[config.mk]
export PLATFORM = sky130hd
export DESIGN_NAME = bt656_stream_gen
export DESIGN_NICKNAME = d
export VERILOG_FILES = /design/src/rtl/bt656_stream_gen.sv
export SDC_FILE = /design/constraint.sdc
export NUM_CORES = 1
export LEC_CHECK = 0
export ABC_AREA = 1
export CELL_PAD_IN_SITES_DETAIL_PLACEMENT = 1
export CELL_PAD_IN_SITES_GLOBAL_PLACEMENT = 2
export CORE_ASPECT_RATIO = 2
export CORE_MARGIN = 10
export CORE_UTILIZATION = 35
export CTS_CLUSTER_SIZE = 24
export DETAILED_ROUTE_END_ITERATION = 10
export PLACE_DENSITY_LB_ADDON = 0.12
export SLEW_MARGIN = 25
export SYNTH_ARGS = -nofsm -noshare
export SYNTH_HDL_FRONTEND = slang
export SYNTH_SLANG_ARGS = --single-unit
[constraint.sdc]
create_clock -name clk_i -period 2.96 [get_ports clk_i]
set_clock_uncertainty 0.2 [all_clocks]
set_input_delay 0.592 -clock clk_i [delete_from_list [all_inputs] [get_ports clk_i]]
set_output_delay 0.592 -clock clk_i [all_outputs]
set_load 0.01 [all_outputs]
[src/rtl/bt656_stream_gen.sv]
// bt656_stream_gen
//   Source-side BT.656/DVP stream emulator. Produces complete YCbCr 4:2:2
//   frames, one byte per clock, with embedded EAV/SAV timing codes and the
//   parallel HREF/HSYNC/VSYNC strobes aligned to each byte.
//
// Ports
//   clk_i          stream pixel clock
//   rstn_i         asynchronous active-low reset
//   enable_i       run request (level); a running frame always completes
//   pattern_sel_i  0 ramp, 1 flat white, 2 line number, 3 checker
//   sensor_rstn_i  sensor reset (active low); low forces idle immediately
//   sensor_pwdn_i  sensor power-down (active high); high forces idle immediately
//   data_o         stream byte
//   href_o         high on active bytes of active lines
//   hsync_o        high from EAV byte 0 through the last blanking byte
//   vsync_o        high on every byte of the first VSYNC_LINES lines
//   busy_o         high while a frame is being emitted
//   frame_cnt_o    completed frame count, wraps at 16 bits
module bt656_stream_gen #(
  parameter int DW          = 8,
  parameter int H_ACTIVE    = 640,
  parameter int H_BLANK     = 268,
  parameter int V_ACTIVE    = 480,
  parameter int V_BLANK     = 45,
  parameter int VSYNC_LINES = 3
) (
  input  logic          clk_i,
  input  logic          rstn_i,
  input  logic          enable_i,
  input  logic [1:0]    pattern_sel_i,
  input  logic          sensor_rstn_i,
  input  logic          sensor_pwdn_i,
  output logic [DW-1:0] data_o,
  output logic          href_o,
  output logic          hsync_o,
  output logic          vsync_o,
  output logic          busy_o,
  output logic [15:0]   frame_cnt_o
);

  localparam int LINE_BYTES  = 8 + H_BLANK + 2 * H_ACTIVE;
  localparam int FRAME_LINES = V_BLANK + V_ACTIVE;
  localparam int HW          = $clog2(LINE_BYTES);
  localparam int VW          = $clog2(FRAME_LINES);

  localparam logic [HW-1:0] H_LAST = HW'(LINE_BYTES - 1);
  localparam logic [HW-1:0] H_EAV3 = HW'(3);
  localparam logic [HW-1:0] H_FILL = HW'(4);
  localparam logic [HW-1:0] H_SAV  = HW'(4 + H_BLANK);
  localparam logic [HW-1:0] H_SAV3 = HW'(7 + H_BLANK);
  localparam logic [HW-1:0] H_ACT  = HW'(8 + H_BLANK);
  localparam logic [VW-1:0] V_LAST = VW'(FRAME_LINES - 1);
  localparam logic [VW-1:0] V_ACT0 = VW'(V_BLANK);
  localparam logic [VW-1:0] V_SYNC = VW'(VSYNC_LINES);

  typedef enum logic [0:0] {IDLE, RUN} state_t;

  // Timing reference status byte with F fixed at 0:
  // {1, F, V, H, V^H, F^H, F^V, F^V^H}
  function automatic logic [7:0] xy_code(input logic v, input logic h);
    return {1'b1, 1'b0, v, h, v ^ h, h, v, v ^ h};
  endfunction

  // Reserve 0x00 and 0xFF for timing codes.
  function automatic logic [7:0] clip_byte(input logic [7:0] b);
    if (b == 8'h00)      return 8'h01;
    else if (b == 8'hFF) return 8'hFE;
    else                 return b;
  endfunction

  state_t          state, state_nxt;
  logic            run_ok, start;
  logic            emit, load_frame, frame_last;

  logic [HW-1:0]   h_cnt_p0;
  logic [VW-1:0]   v_cnt_p0;
  logic [1:0]      pat_p0;

  logic            blank_line;
  logic [7:0]      k;
  logic [7:0]      line;
  logic [7:0]      raw;
  logic [DW-1:0]   byte_p0;

  logic [DW-1:0]   data_p1;
  logic            href_p1, hsync_p1, vsync_p1, vld_p1;
  logic            done_p1;
  logic [15:0]     frame_cnt;

  assign run_ok     = sensor_rstn_i & ~sensor_pwdn_i;
  assign start      = enable_i & run_ok;
  assign frame_last = (h_cnt_p0 == H_LAST) && (v_cnt_p0 == V_LAST);

  always_ff @(posedge clk_i or negedge rstn_i) begin
    if (!rstn_i) state <= IDLE;
    else         state <= state_nxt;
  end

  always_comb begin
    state_nxt  = state;
    emit       = 1'b0;
    load_frame = 1'b0;
    case (state)
      IDLE: begin
        if (start) begin
          state_nxt  = RUN;
          load_frame = 1'b1;
        end
      end
      RUN: begin
        if (!run_ok) begin
          state_nxt = IDLE;
        end else begin
          emit = 1'b1;
          if (frame_last) begin
            if (start) load_frame = 1'b1;
            else       state_nxt  = IDLE;
          end
        end
      end
      default: state_nxt = IDLE;
    endcase
  end

  // ---- stage p0: stream position and per-frame pattern ----
  always_ff @(posedge clk_i or negedge rstn_i) begin
    if (!rstn_i) begin
      h_cnt_p0 <= '0;
      v_cnt_p0 <= '0;
      pat_p0   <= '0;
    end else begin
      if (emit && !frame_last) begin
        if (h_cnt_p0 == H_LAST) begin
          h_cnt_p0 <= '0;
          v_cnt_p0 <= v_cnt_p0 + 1'b1;
        end else begin
          h_cnt_p0 <= h_cnt_p0 + 1'b1;
        end
      end else begin
        h_cnt_p0 <= '0;
        v_cnt_p0 <= '0;
      end
      if (load_frame) pat_p0 <= pattern_sel_i;
    end
  end

  assign blank_line = v_cnt_p0 < V_ACT0;
  assign k          = 8'(h_cnt_p0 - H_ACT);
  assign line       = 8'(v_cnt_p0 - V_ACT0);

  always_comb begin
    raw     = 8'h00;
    byte_p0 = 8'h00;
    if (h_cnt_p0 < H_FILL) begin
      if (h_cnt_p0 == '0)         byte_p0 = 8'hFF;
      else if (h_cnt_p0 == H_EAV3) byte_p0 = xy_code(blank_line, 1'b1);
      else                        byte_p0 = 8'h00;
    end else if (h_cnt_p0 < H_SAV) begin
      byte_p0 = h_cnt_p0[0] ? 8'h10 : 8'h80;
    end else if (h_cnt_p0 < H_ACT) begin
      if (h_cnt_p0 == H_SAV)       byte_p0 = 8'hFF;
      else if (h_cnt_p0 == H_SAV3) byte_p0 = xy_code(blank_line, 1'b0);
      else                         byte_p0 = 8'h00;
    end else if (blank_line) begin
      byte_p0 = k[0] ? 8'h10 : 8'h80;
    end else begin
      case (pat_p0)
        2'd0: raw = k;
        2'd1: raw = k[0] ? 8'hEB : 8'h80;
        2'd2: raw = line;
        // k[4] is bit 3 of the pixel index k>>1.
        default: raw = k[0] ? ((k[4] ^ line[3]) ? 8'hEB : 8'h10) : 8'h80;
      endcase
      byte_p0 = clip_byte(raw);
    end
  end

  // ---- stage p1: registered stream outputs ----
  always_ff @(posedge clk_i or negedge rstn_i) begin
    if (!rstn_i) begin
      data_p1   <= '0;
      href_p1   <= 1'b0;
      hsync_p1  <= 1'b0;
      vsync_p1  <= 1'b0;
      vld_p1    <= 1'b0;
      done_p1   <= 1'b0;
      frame_cnt <= '0;
    end else begin
      if (emit) begin
        data_p1  <= byte_p0;
        href_p1  <= !blank_line && (h_cnt_p0 >= H_ACT);
        hsync_p1 <= h_cnt_p0 < H_SAV;
        vsync_p1 <= v_cnt_p0 < V_SYNC;
        vld_p1   <= 1'b1;
      end else begin
        data_p1  <= '0;
        href_p1  <= 1'b0;
        hsync_p1 <= 1'b0;
        vsync_p1 <= 1'b0;
        vld_p1   <= 1'b0;
      end
      // Count lands one edge after the last byte is presented.
      done_p1 <= emit && frame_last;
      if (done_p1) frame_cnt <= frame_cnt + 16'd1;
    end
  end

  assign data_o      = data_p1;
  assign href_o      = href_p1;
  assign hsync_o     = hsync_p1;
  assign vsync_o     = vsync_p1;
  assign busy_o      = vld_p1;
  assign frame_cnt_o = frame_cnt;

endmodule

==> impl_metrics.py, run 1 <==
metrics = {
    "run_status": {
        "status": "finished clean",
    },
    "layout": {
        "syn2layout_area_growth_pct": 20.2,
        "multi_input_area_um2": 1600,
        "layout_common_cells": "88 x nand2_1, 59 x nor2_1, 58 x inv_1",
        "fillerInstances": 1142,
        "mostFrequentLayoutCell": "nand2_1",
        "diodes": 0,
        "seq_area_um2": 1330,
        "num-nets-final": 486,
        "drive_above_1_share_pct": 9.36,
        "finish.instance_area_um2": 3850,
    },
    "setup_path": {
        "arrival_ns": 2.52,
        "worstSetupPathType": "flop to flop",
        "worstPathRequired_ns": 2.94,
        "path_max_fanout": 17,
        "critPathLaunchType": "flop",
        "setup.worst_path.end_class": "flop",
    },
    "sta": {
        "tns_ns": 0,
        "rsz0062_at_grt": "no",
        "period_needed_ns": 2.54,
        "clock.fmax_mhz": 394,
        "finalSetupViolations": 0,
        "finalCritPeriodShare_pct": 85.7,
        "tightest_slew_ns": 0.594,
        "timing.final.ws_setup_ns": 0.423,
        "slew_viol_final": 0,
        "slew_headroom_pct": 60.4,
        "final_hold_viol_count": 0,
    },
    "synth": {
        "synth_area_um2": 3200,
        "avgSynthCellArea_um2": 7.50,
        "synth_fa_ha_area_share_pct": 3.91,
        "yosysTopAreaCell": "dfrtp_1",
        "synth_top_family_by_area": "simple AND/OR/NAND/NOR gates",
        "synth_compound_gate_area_share_pct": 10.1,
        "synth_fp_nets": 444,
        "ys_seq_area_share_pct": 41.4,
        "synth-simple-area-share_pct": 31.0,
        "ys_ff_latch": 53,
        "synth_top_area_share_pct": 41.4,
        "synth_xor_area_share_pct": 4.92,
        "synthTopCellsByArea": "dfrtp_1 41%, nand2_1 10%, nor2_1 6.9%, inv_1 6.8%, a21oi_1 4.8%",
        "syn-instance-count": 427,
        "yosysUniqueCellTypes": 37,
        "synthMuxAreaShare_pct": 0,
        "synth_warnings": 0,
    },
    "cts": {
        "clk_pin_slew_ns": 0.07,
        "cts.sinks": 53,
        "cts.repair_timing.setup_buffer_count": 0,
        "cts_tree": "done",
        "numCtsBuffers": 5,
        "postCtsResizedCells": 0,
        "clk-insertion-delay-late_ns": 0.29,
        "root_buffer": "clkbuf_16",
        "max-clock-path-buffers": 2,
        "htreeDepth": 2,
        "cts_hold_buffers": 0,
    },
    "placement": {
        "gp_congestion": 0.906,
        "pre_cts_ws_ns": 0.197,
        "port_buffers": 34,
        "hpwl_um": 8210,
        "post_dp_cell_area_um2": 3680,
    },
    "drt": {
        "wl_um": 9850,
        "vias": 2961,
        "drt-pass1-iter-count": 4,
        "drt_iter0_markers": 65,
        "drcViolationCount": 0,
        "drt-wirelength-per-cell_um": 17.2,
        "via_per_inst": 5.18,
        "drtAntennaViolNets": 0,
    },
    "global_route": {
        "met1_usage_pct": 12.6,
        "grt_pass1_wl_um": 16200,
        "grt_use_met2_pct": 31.2,
        "grt_max_degree": 25,
        "grt-ovfl-total": 0,
        "grt_util_met3_pct": 2.30,
        "grt_use_total_pct": 15.1,
        "grt_pass1_vias": 3275,
        "antenna_found_initial": 0,
        "grt-busiest-layer": "met2",
    },
    "power": {
        "comb_power_share_pct": 11.0,
        "p_leak_nw": 1.85,
        "max-vdd-ir-drop_mv": 0.193,
        "power_frac_clock_pct": 42.8,
        "p_switching_mw": 0.394,
        "seqPwrFrac_pct": 46.2,
        "swShare_pct": 24.5,
        "internal_power_mw": 1.21,
        "power.density_nw_per_um2": 417,
    },
    "job": {
        "drv_cap": 0,
    },
    "floorplan": {
        "start_util_pct": 35.8,
        "die_x_um": 87.6,
        "chipHeight_um": 155,
        "row_count": 49,
        "die-area_um2": 13600,
        "core_um2": 8950,
        "ioPinCount": 35,
    },
    "worst_hold_path": {
        "hold_class": "input pin to asynchronous set/reset pin",
    },
}
## kinds of logic after synthesis
family	Yosys count
buffers and inverters	70
xor gates and xnor gates	18
and+or+nand+nor	217
adders and majority gates	10
DFF	53
AOI/OAI and AO/OA	59
## final cells by class
cell class	instances	area share (%)
Timing Repair Buffer	40	9.88
Clock buffer	7	3.70
Inverter	65	6.34
Clock inverter	1	0.780
Multi-Input combinational cell	304	41.5
Sequential cell	53	34.4
Tap cell	102	3.31
## cell usage after synthesis
cell,number
a2111oi_0,1
a211oi_1,1
a21oi_1,31
a21oi_2,2
a41oi_1,1
buf_2,3
buf_4,1
buf_6,1
dfrtp_1,53
ha_1,10
inv_1,58
inv_2,7
nand2_1,88
nand2_2,6
nand2_4,1
nand3_1,29
nand3_2,3
nand4_1,6
nand4_2,1
nor2_1,59
nor2_2,2
nor2_4,2
nor3_1,12
nor3_2,3
nor3b_1,1
nor4_1,1
nor4_2,1
o211ai_1,1
o21a_1,1
o21ai_0,15
o21ai_1,4
o21ba_2,1
o22ai_1,1
or2_1,1
or2_4,1
xnor2_1,6
xor2_1,12
## registers in the layout, indices dropped and copies added, names as in the netlist
register / count
busy_o: 1
hsync_o: 1
data_o: 8
frame_cnt_o: 16
vsync_o: 1
v_cnt_p0: 10
pat_p0: 2
done_p1: 1
href_o: 1
state: 1
h_cnt_p0: 11
## stage by stage
| stage | util, % | total power, mW | std cells | hold WS (ns) |
|---|---|---|---|---|
| 3_3_place_gp | 41.1 | 0.933 | 564 | 0.262 |
| 2_1_floorplan | - | 0.858 | 427 | 0.0964 |
| 3_5_place_dp | 41.1 | 0.937 | 564 | 0.290 |
| 5_1_grt | 43.0 | 1.68 | 572 | 0.137 |
| 4_1_cts | 43.0 | 1.64 | 572 | 0.112 |
| 6_report | 43.0 | 1.61 | 572 | 0.0983 |
## worst max-delay path, stage by stage (launching register included)
cell and delay (ns):
dfrtp_1 0.39, inv_1 0.18, ha_1 0.31, nand2_1 0.12, nor3_2 0.20, nand4_2 0.20
nand2_4 0.27, nand2_2 0.12, nor2_4 0.16, nand2_1 0.09, o21ai_1 0.13, a21oi_1 0.05
## metal layers
layer | share of wire (%) | vias up
met2 | 61 | 52
met3 | 3.5 | 27
met5 | 0 | -
met1 | 32 | 1440
li1 | - | 1442
met4 | 3.8 | 0
## path summary, 6_finish.rpt
kind                       slack, ns             from               to  cells past startpoint
setup reg to reg                0.42      h_cnt_p0[3]      v_cnt_p0[8]                     11
max in group asynchronous       1.79           rstn_i   frame_cnt_o[6]                      2
hold reg to reg                 0.29  frame_cnt_o[15]  frame_cnt_o[15]                      1
setup / recovery                0.42      h_cnt_p0[3]      v_cnt_p0[8]                     11
hold / removal                   0.1           rstn_i        data_o[6]                      1
min in group clk_i              0.29  frame_cnt_o[15]  frame_cnt_o[15]                      1
## power groups by stage
stage | sequential [mW] | clock (mW) | combinational (mW)
final | 0.742 | 0.687 | 0.176
after detailed placement | 0.756 | 0 | 0.181
after global routing | 0.743 | 0.735 | 0.198
after global placement | 0.756 | 0 | 0.178
after floorplan | 0.756 | 0 | 0.102
after CTS | 0.742 | 0.714 | 0.182
Note: power is estimated with default switching activity, not from simulation.
==> run 2, diff against run 1 <==
SLEW_MARGIN = 30   (was 25)
==> results of run 2 <==
The final DEF is identical to that of run 1; final timing and power are the same.
==> run 3, diff against run 2 <==
PLACE_DENSITY_LB_ADDON = 0.15   (was 0.12)
==> run 3 against run 2 <==
Register-to-register slack better by 0.04 ns. Combinational power about the same. Final area up 0.23%. First-iteration DRC count down 4.6%. Hold slack worse by 0.037 ns. Utilization up 0.098 points. Die area unchanged. Highest routed layer unchanged.
==> impl_metrics.py, run 3 (synthesized netlist as in run 1, its figures left out) <==
metrics = {
    "run_status": {
        "status": "finished clean",
    },
    "layout": {
        "diodes": 0,
        "largest_register_ffs": 16,
        "fillerInstances": 1147,
        "mostFrequentLayoutCell": "nand2_1",
        "finish.instance_area_um2": 3860,
        "syn2layout_area_growth_pct": 20.5,
        "drive_above_1_share_pct": 9.38,
        "num-nets-final": 485,
        "layout_common_cells": "88 x nand2_1, 59 x nor2_1, 58 x inv_1",
        "fin_util_pct": 43.1,
        "layoutNonFillerInstCount": 571,
    },
    "global_route": {
        "grt_max_degree": 35,
        "grt-busiest-layer": "met2",
        "grt_pass1_wl_um": 16200,
        "grt_util_met3_pct": 2.62,
        "antenna_found_initial": 0,
        "grt_use_met2_pct": 30.1,
        "grt_use_total_pct": 15.0,
        "grt-ovfl-total": 0,
        "met1_usage_pct": 12.8,
        "grt_pass1_vias": 3329,
    },
    "sta": {
        "tightest_slew_ns": 0.517,
        "slew_viol_final": 0,
        "tns_ns": 0,
        "rsz0062_at_grt": "no",
        "slew_headroom_pct": 65.6,
        "finalSetupViolations": 0,
        "final_hold_viol_count": 0,
        "finalCritPeriodShare_pct": 84.3,
        "timing.final.ws_setup_ns": 0.464,
        "clock.fmax_mhz": 401,
        "period_needed_ns": 2.50,
        "holdWs_ns": 0.0617,
    },
    "placement": {
        "pre_cts_ws_ns": 0.232,
        "gp_congestion": 0.854,
        "post_dp_cell_area_um2": 3680,
        "dp_cells": 563,
        "hpwl_um": 8080,
        "port_buffers": 34,
    },
    "cts": {
        "cts.sinks": 53,
        "cts_hold_buffers": 0,
        "max-clock-path-buffers": 2,
        "cts.repair_timing.setup_buffer_count": 0,
        "htreeDepth": 2,
        "postCtsResizedCells": 0,
        "root_buffer": "clkbuf_16",
        "cts_tree": "done",
        "clk-insertion-delay-late_ns": 0.30,
        "numCtsBuffers": 5,
        "clk_pin_slew_ns": 0.08,
    },
    "setup_path": {
        "worstReg2RegEnd": "v_cnt_p0[8]",
        "arrival_ns": 2.48,
        "rrSetupSlack_ns": 0.46,
        "critPathLaunchType": "flop",
        "worstPathRequired_ns": 2.94,
        "path_max_fanout": 17,
        "setup.worst_path.end_class": "flop",
        "r2r_start": "h_cnt_p0[3]",
        "r2r_cells": 11,
        "worstSetupPathType": "flop to flop",
    },
    "drt": {
        "wl_um": 9750,
        "drt-pass1-iter-count": 4,
        "drcViolationCount": 0,
        "drt-wirelength-per-cell_um": 17.1,
        "vias": 2991,
        "via_per_inst": 5.24,
        "drt_iter0_markers": 62,
        "drtAntennaViolNets": 0,
    },
    "power": {
        "power.total_mw": 1.62,
        "power.density_nw_per_um2": 420,
        "p_leak_nw": 1.85,
        "max-vdd-ir-drop_mv": 0.211,
    },
    "floorplan": {
        "die_x_um": 87.6,
        "ioPinCount": 35,
        "die-area_um2": 13600,
        "row_count": 49,
        "core_um2": 8950,
        "chipHeight_um": 155,
        "start_util_pct": 35.8,
    },
    "job": {
        "drv_cap": 0,
    },
    "worst_hold_path": {
        "hold_class": "input pin to asynchronous set/reset pin",
    },
}
[run 3: cell types whose count changed in the layout (fill, tap and decap cells not counted)]
cell,change
clkbuf_1,-1
buf_4,-2
buf_12,+1
clkinvlp_4,+1
[run 3: how the worst max path moves through the flow]
stage,from,end,slack [ns],cells past startpoint
after floorplan,h_cnt_p0[2],v_cnt_p0[8],0.94,11
after global placement,sensor_pwdn_i,v_cnt_p0[8],0.31,10
after detailed placement,sensor_rstn_i,v_cnt_p0[9],0.23,12
after CTS,h_cnt_p0[3],v_cnt_p0[8],0.41,11
after global routing,h_cnt_p0[3],v_cnt_p0[8],0.20,11
final,h_cnt_p0[3],v_cnt_p0[8],0.46,11
[run 3: layout make-up]
type                            count  area [um2]  share of cell area [%]
Clock inverter                      2        37.5                   0.973
Inverter                           65         244                    6.32
Multi-Input combinational cell    304        1600                    41.4
Sequential cell                    53        1330                    34.4
Tap cell                          102         128                    3.31
Timing Repair Buffer               39         385                    9.99
Clock buffer                        6         139                    3.60
[run 3: report_power, final]
part | internal (mW) | switching [mW] | leakage [nW]
sequential | 0.733 | 0.0103 | 0.732
combinational | 0.0558 | 0.119 | 1.04
clock | 0.423 | 0.278 | 0.0831
[run 3: layer usage]
metal	part of all wire (%)	vias up
met5	0	-
met4	4.0	0
met3	3.6	24
met2	61	55
met1	31	1473
li1	-	1439
[run 3: critical path, stage by stage (launching register included)]
cell and delay, ns:
dfrtp_1 0.38, inv_1 0.18, ha_1 0.29, nand2_1 0.11, nor3_2 0.19, nand4_2 0.21, nand2_4 0.27, nand2_2 0.12
nor2_4 0.16, nand2_1 0.09, o21ai_1 0.13, a21oi_1 0.05
==> patch 1 (settings of run 3) <==
Set the parameter `H_BLANK` to 536 (it was 268).
--- a/src/rtl/bt656_stream_gen.sv
+++ b/src/rtl/bt656_stream_gen.sv
@@ -19,7 +19,7 @@
 module bt656_stream_gen #(
   parameter int DW          = 8,
   parameter int H_ACTIVE    = 640,
-  parameter int H_BLANK     = 268,
+  parameter int H_BLANK     = 536,
   parameter int V_ACTIVE    = 480,
   parameter int V_BLANK     = 45,
   parameter int VSYNC_LINES = 3
Function: no difference found for any inputs over 10 cycles, from zero or initial values and one cycle with rstn_i low; that may be too few to reach the edited logic, so the function may still have changed.
==> patch 1 against run 3 <==
Wire length fell by 1.3%. Sequential cell count is the same. Sequential power up 0.5%. Final area fell by 2.5%. Worst setup slack gained 0.015 ns. Total power down 7.4%. Synthesized area down 2.5%.
==> patch 1: results (changes against run 3) <==
layout:
  drive_gt1_share_pct: 11.36  # was 9.382%
  nNetsFinal: 454  # was 485
power_and_ir_drop:
  internal_power_mw: 1.106  # was 1.212 mW
  leakage_nw: 1.739  # was 1.854 nW
  clkPwrFrac_pct: 39.0  # was 43.3%
synth:
  synth_common_cells: "nand2_1 (76), dfrtp_1 (53), inv_1 (50), nor2_1 (41), a21oi_1 (33)"  # was nand2_1 (88), nor2_1 (59), inv_1 (58), dfrtp_1 (53), a21oi_1 (31)
  ys_top_cells_by_area: "dfrtp_1 (42%), nand2_1 (9.1%), inv_1 (6.0%)"  # was dfrtp_1 (41%), nand2_1 (10%), nor2_1 (6.9%)
  synthAdderAreaFrac_pct: 3.206  # was 3.906%
  synthDistinctLibCells: 39  # was 37
  synthMuxAreaShare_pct: 0.7214  # was 0%
  synthesis.nets: 408  # was 444
  synth_seq_area_share_pct: 42.48  # was 41.41%
  synth_compound_area_share_pct: 10.14  # was 10.12%
global_route:
  use_met1_pct: 13.25  # was 12.84%
  grt_first_pass_wirelength_mm: 15.90  # was 16.22 mm
  grt_max_degree: 31  # was 35
  grt_util_met3_pct: 2.646  # was 2.615%
outcome:
  status: "finished, final reports clean"  # unchanged
placement:
  placed_cell_area_um2: 3618  # was 3682 um^2
  hpwlAfterDp_mm: 8.086  # was 8.081 mm
  post-place-cells: 532  # was 563
routing:
  dr_wl_met2_mm: 5.796  # was 5.945 mm
  wl_met1_mm: 3.090  # was 3.064 mm
  drtPass1Iterations: 6  # was 4
sta:
  relSlewSlack_pct: 60.20  # was 65.56%
  fin_crit_sh_pct: 83.81  # was 84.33%
setup_path:
  cp_max_fo: 13  # was 17
  reg2reg_setup_slack_ns: 0.48  # was 0.46 ns
  critPathMaxStageDelay_ns: 0.47  # was 0.38 ns
-- patch 1: worst min path at each step --
stage                           end             from  slack, ns
detailed placement  frame_cnt_o[15]  frame_cnt_o[15]       0.26
finish               frame_cnt_o[3]           rstn_i       0.08
floorplan                    busy_o           rstn_i        0.1
global route         frame_cnt_o[3]           rstn_i       0.11
CTS                  frame_cnt_o[3]           rstn_i       0.09
global placement    frame_cnt_o[15]  frame_cnt_o[15]       0.26
-- patch 1: final cells by class --
cell class                      count  area (um^2)
Multi-Input combinational cell    282         1560
Clock buffer                        6        128.9
Inverter                           54        203.9
Timing Repair Buffer               43        402.9
Fill cell                        1077         4886
Clock inverter                      2        15.01
Tap cell                          100        125.1
Sequential cell                    53         1326
-- patch 1: metrics by stage --
step | hold slack (ns) | power (mW)
floorplan | 0.09641 | 0.8599
global placement | 0.2551 | 0.9312
detailed placement | 0.2561 | 0.9327
CTS | 0.08579 | 1.517
global route | 0.1112 | 1.559
finish | 0.07917 | 1.499
==> patch 2 (settings of run 3) <==
Made on the original files. Register the output `frame_cnt_o` once more, with the module's reset; this adds one clock of latency there. The other outputs are not delayed to match.
--- a/src/rtl/bt656_stream_gen.sv
+++ b/src/rtl/bt656_stream_gen.sv
@@ -210,7 +210,13 @@
   assign hsync_o     = hsync_p1;
   assign vsync_o     = vsync_p1;
   assign busy_o      = vld_p1;
-  assign frame_cnt_o = frame_cnt;
+  always_ff @(posedge clk_i or negedge rstn_i) begin
+    if (!rstn_i) begin
+      frame_cnt_o <= '0;
+    end else begin
+      frame_cnt_o <= frame_cnt;
+    end
+  end
 
 endmodule
 
Function: same outputs for any inputs over 10 cycles, from zero or initial values and one cycle with rstn_i low; that may be too few to reach the edited logic, so the function may still have changed.
==> patch 2 against run 3 <==
Final area grew 12%. Critical path depth up 1. Largest power group is now clock. Worst setup slack worse by 0.020 ns. Utilization up 1.6 points. Total power up 39%. Wire length is 3.6% higher. Sequential cell count rose by 16. Synthesized area increased by 8.3%.
==> patch 2: results (changes against run 3) <==
routing:
  drtIter0Drc: 105  # was 62
  drt-total-wl_mm: 10.11  # was 9.750 mm
  vias_per_cell: 4.913  # was 5.238
outcome:
  status: "finished, final reports clean"  # unchanged
clock_tree:
  worstSkewPairLatency_ns: 0.33  # was 0.30 ns
  cts.clk_slew.worst_paths_ns: 0.06  # was 0.08 ns
  cts-htree-levels: 3  # was 2
  cts_buffers: 9  # was 5
global_route:
  grt_first_pass_wirelength_mm: 16.95  # was 16.22 mm
  grt_max_degree: 70  # was 35
  grt_pass1_vias: 3290  # was 3329
  grt_antenna_before_repair: 0  # unchanged
  track_usage_pct: 14.86  # was 14.96%
setup_path:
  crit_arrival_ns: 2.53  # was 2.48 ns
  critPathMaxStageDelay_ns: 0.44  # was 0.38 ns
  crit_path_top_delay_cell: "dfrtp_1"  # unchanged
  reg2reg_depth: 12  # was 11
  cp_max_fo: 6  # was 17
  crit_family: "compound AO/OA/AOI/OAI gates"  # was simple AND/OR/NAND/NOR gates
placement:
  post-place-cells: 593  # was 563
  hpwlAfterDp_mm: 8.157  # was 8.081 mm
  place.gp.congestion: 0.8929  # was 0.8539
  placed_cell_area_um2: 4018  # was 3682 um^2
  place_ws_ns: 0.2879  # was 0.2320 ns
synth:
  synthesis.nets: 440  # was 444
  synth_top_area_share_pct: 49.78  # was 41.41%
  ys_top_cells_by_area: "dfrtp_1 (50%), nand2_1 (8.8%), inv_1 (6.7%)"  # was dfrtp_1 (41%), nand2_1 (10%), nor2_1 (6.9%)
  synth_seq_area_share_pct: 49.78  # was 41.41%
  synthDistinctLibCells: 35  # was 37
  synth_common_cells: "nand2_1 (81), dfrtp_1 (69), inv_1 (62), nor2_1 (53)"  # was nand2_1 (88), nor2_1 (59), inv_1 (58), dfrtp_1 (53), a21oi_1 (31)
  synth_area_per_cell_um2: 8.199  # was 7.501 um^2
power_and_ir_drop:
  ir_drop_mv: 0.2974  # was 0.2107 mV
  leakage_nw: 2.101  # was 1.854 nW
  internal_power_mw: 1.737  # was 1.212 mW
layout:
  n_fill_cell: 1192  # was 1147
  antennaDiodeCount: 0  # unchanged
  finish.instance_area_um2: 4332  # was 3859 um^2
-- patch 2: changes by cell type in the layout (fill, tap and decap cells not counted), sizes merged, moves of 3 or more --
cell	change
a31oi	+4
nand2	-12
nand4	-3
clkbuf	+3
nor2	-10
dfrtp	+16
-- patch 2: metal layers --
metal  vias up  wire length [um]  global-route usage (%)
met5         -                 0                       0
met4         0               399                   8.370
met3        23               299                   3.361
met2        53              6117                   29.28
met1      1450              3289                   13.23
li1       1461                 -                       -
-- patch 2: cell type report --
type / instances / share of cell area (%)
tap: 132 / 3.813
timing repair buffer: 40 / 9.070
clock inverter: 6 / 2.051
sequential: 69 / 39.86
inverter: 65 / 5.633
multi-input combinational: 287 / 34.37
clock buffer: 9 / 5.199
-- patch 2: path summary, 6_finish.rpt --
kind	start	endpoint	slack (ns)
max	h_cnt_p0[6]	data_o[1]	0.44
min	rstn_i	frame_cnt[3]	0.08
max reg2reg	h_cnt_p0[6]	data_o[1]	0.44
min reg2reg	frame_cnt[14]	frame_cnt_o[14]	0.18
max in group asynchronous	rstn_i	data_o[5]	2.18
min in group clk_i	frame_cnt[14]	frame_cnt_o[14]	0.18
-- patch 2: logic make-up (layout without fill, tap and decap cells) --
kind of cell	count (synthesis)	count (layout)	share of synthesized area [%]
mux	1	1	0.3247
simple gates	197	197	24.82
fa+ha+maj	10	10	3.608
flops	69	69	49.78
buf+inv	67	120	7.287
compound gates	61	61	9.632
xor+xnor	18	18	4.545
-- patch 2: power by group through the flow --
stage               sequential, mW  clock [mW]  combinational (mW)
global route                 0.962        1.22               0.192
detailed placement           0.979           0               0.170
global placement             0.979           0               0.166
finish                       0.962        1.13               0.165
CTS                          0.962        1.17               0.171
floorplan                    0.979           0              0.0916
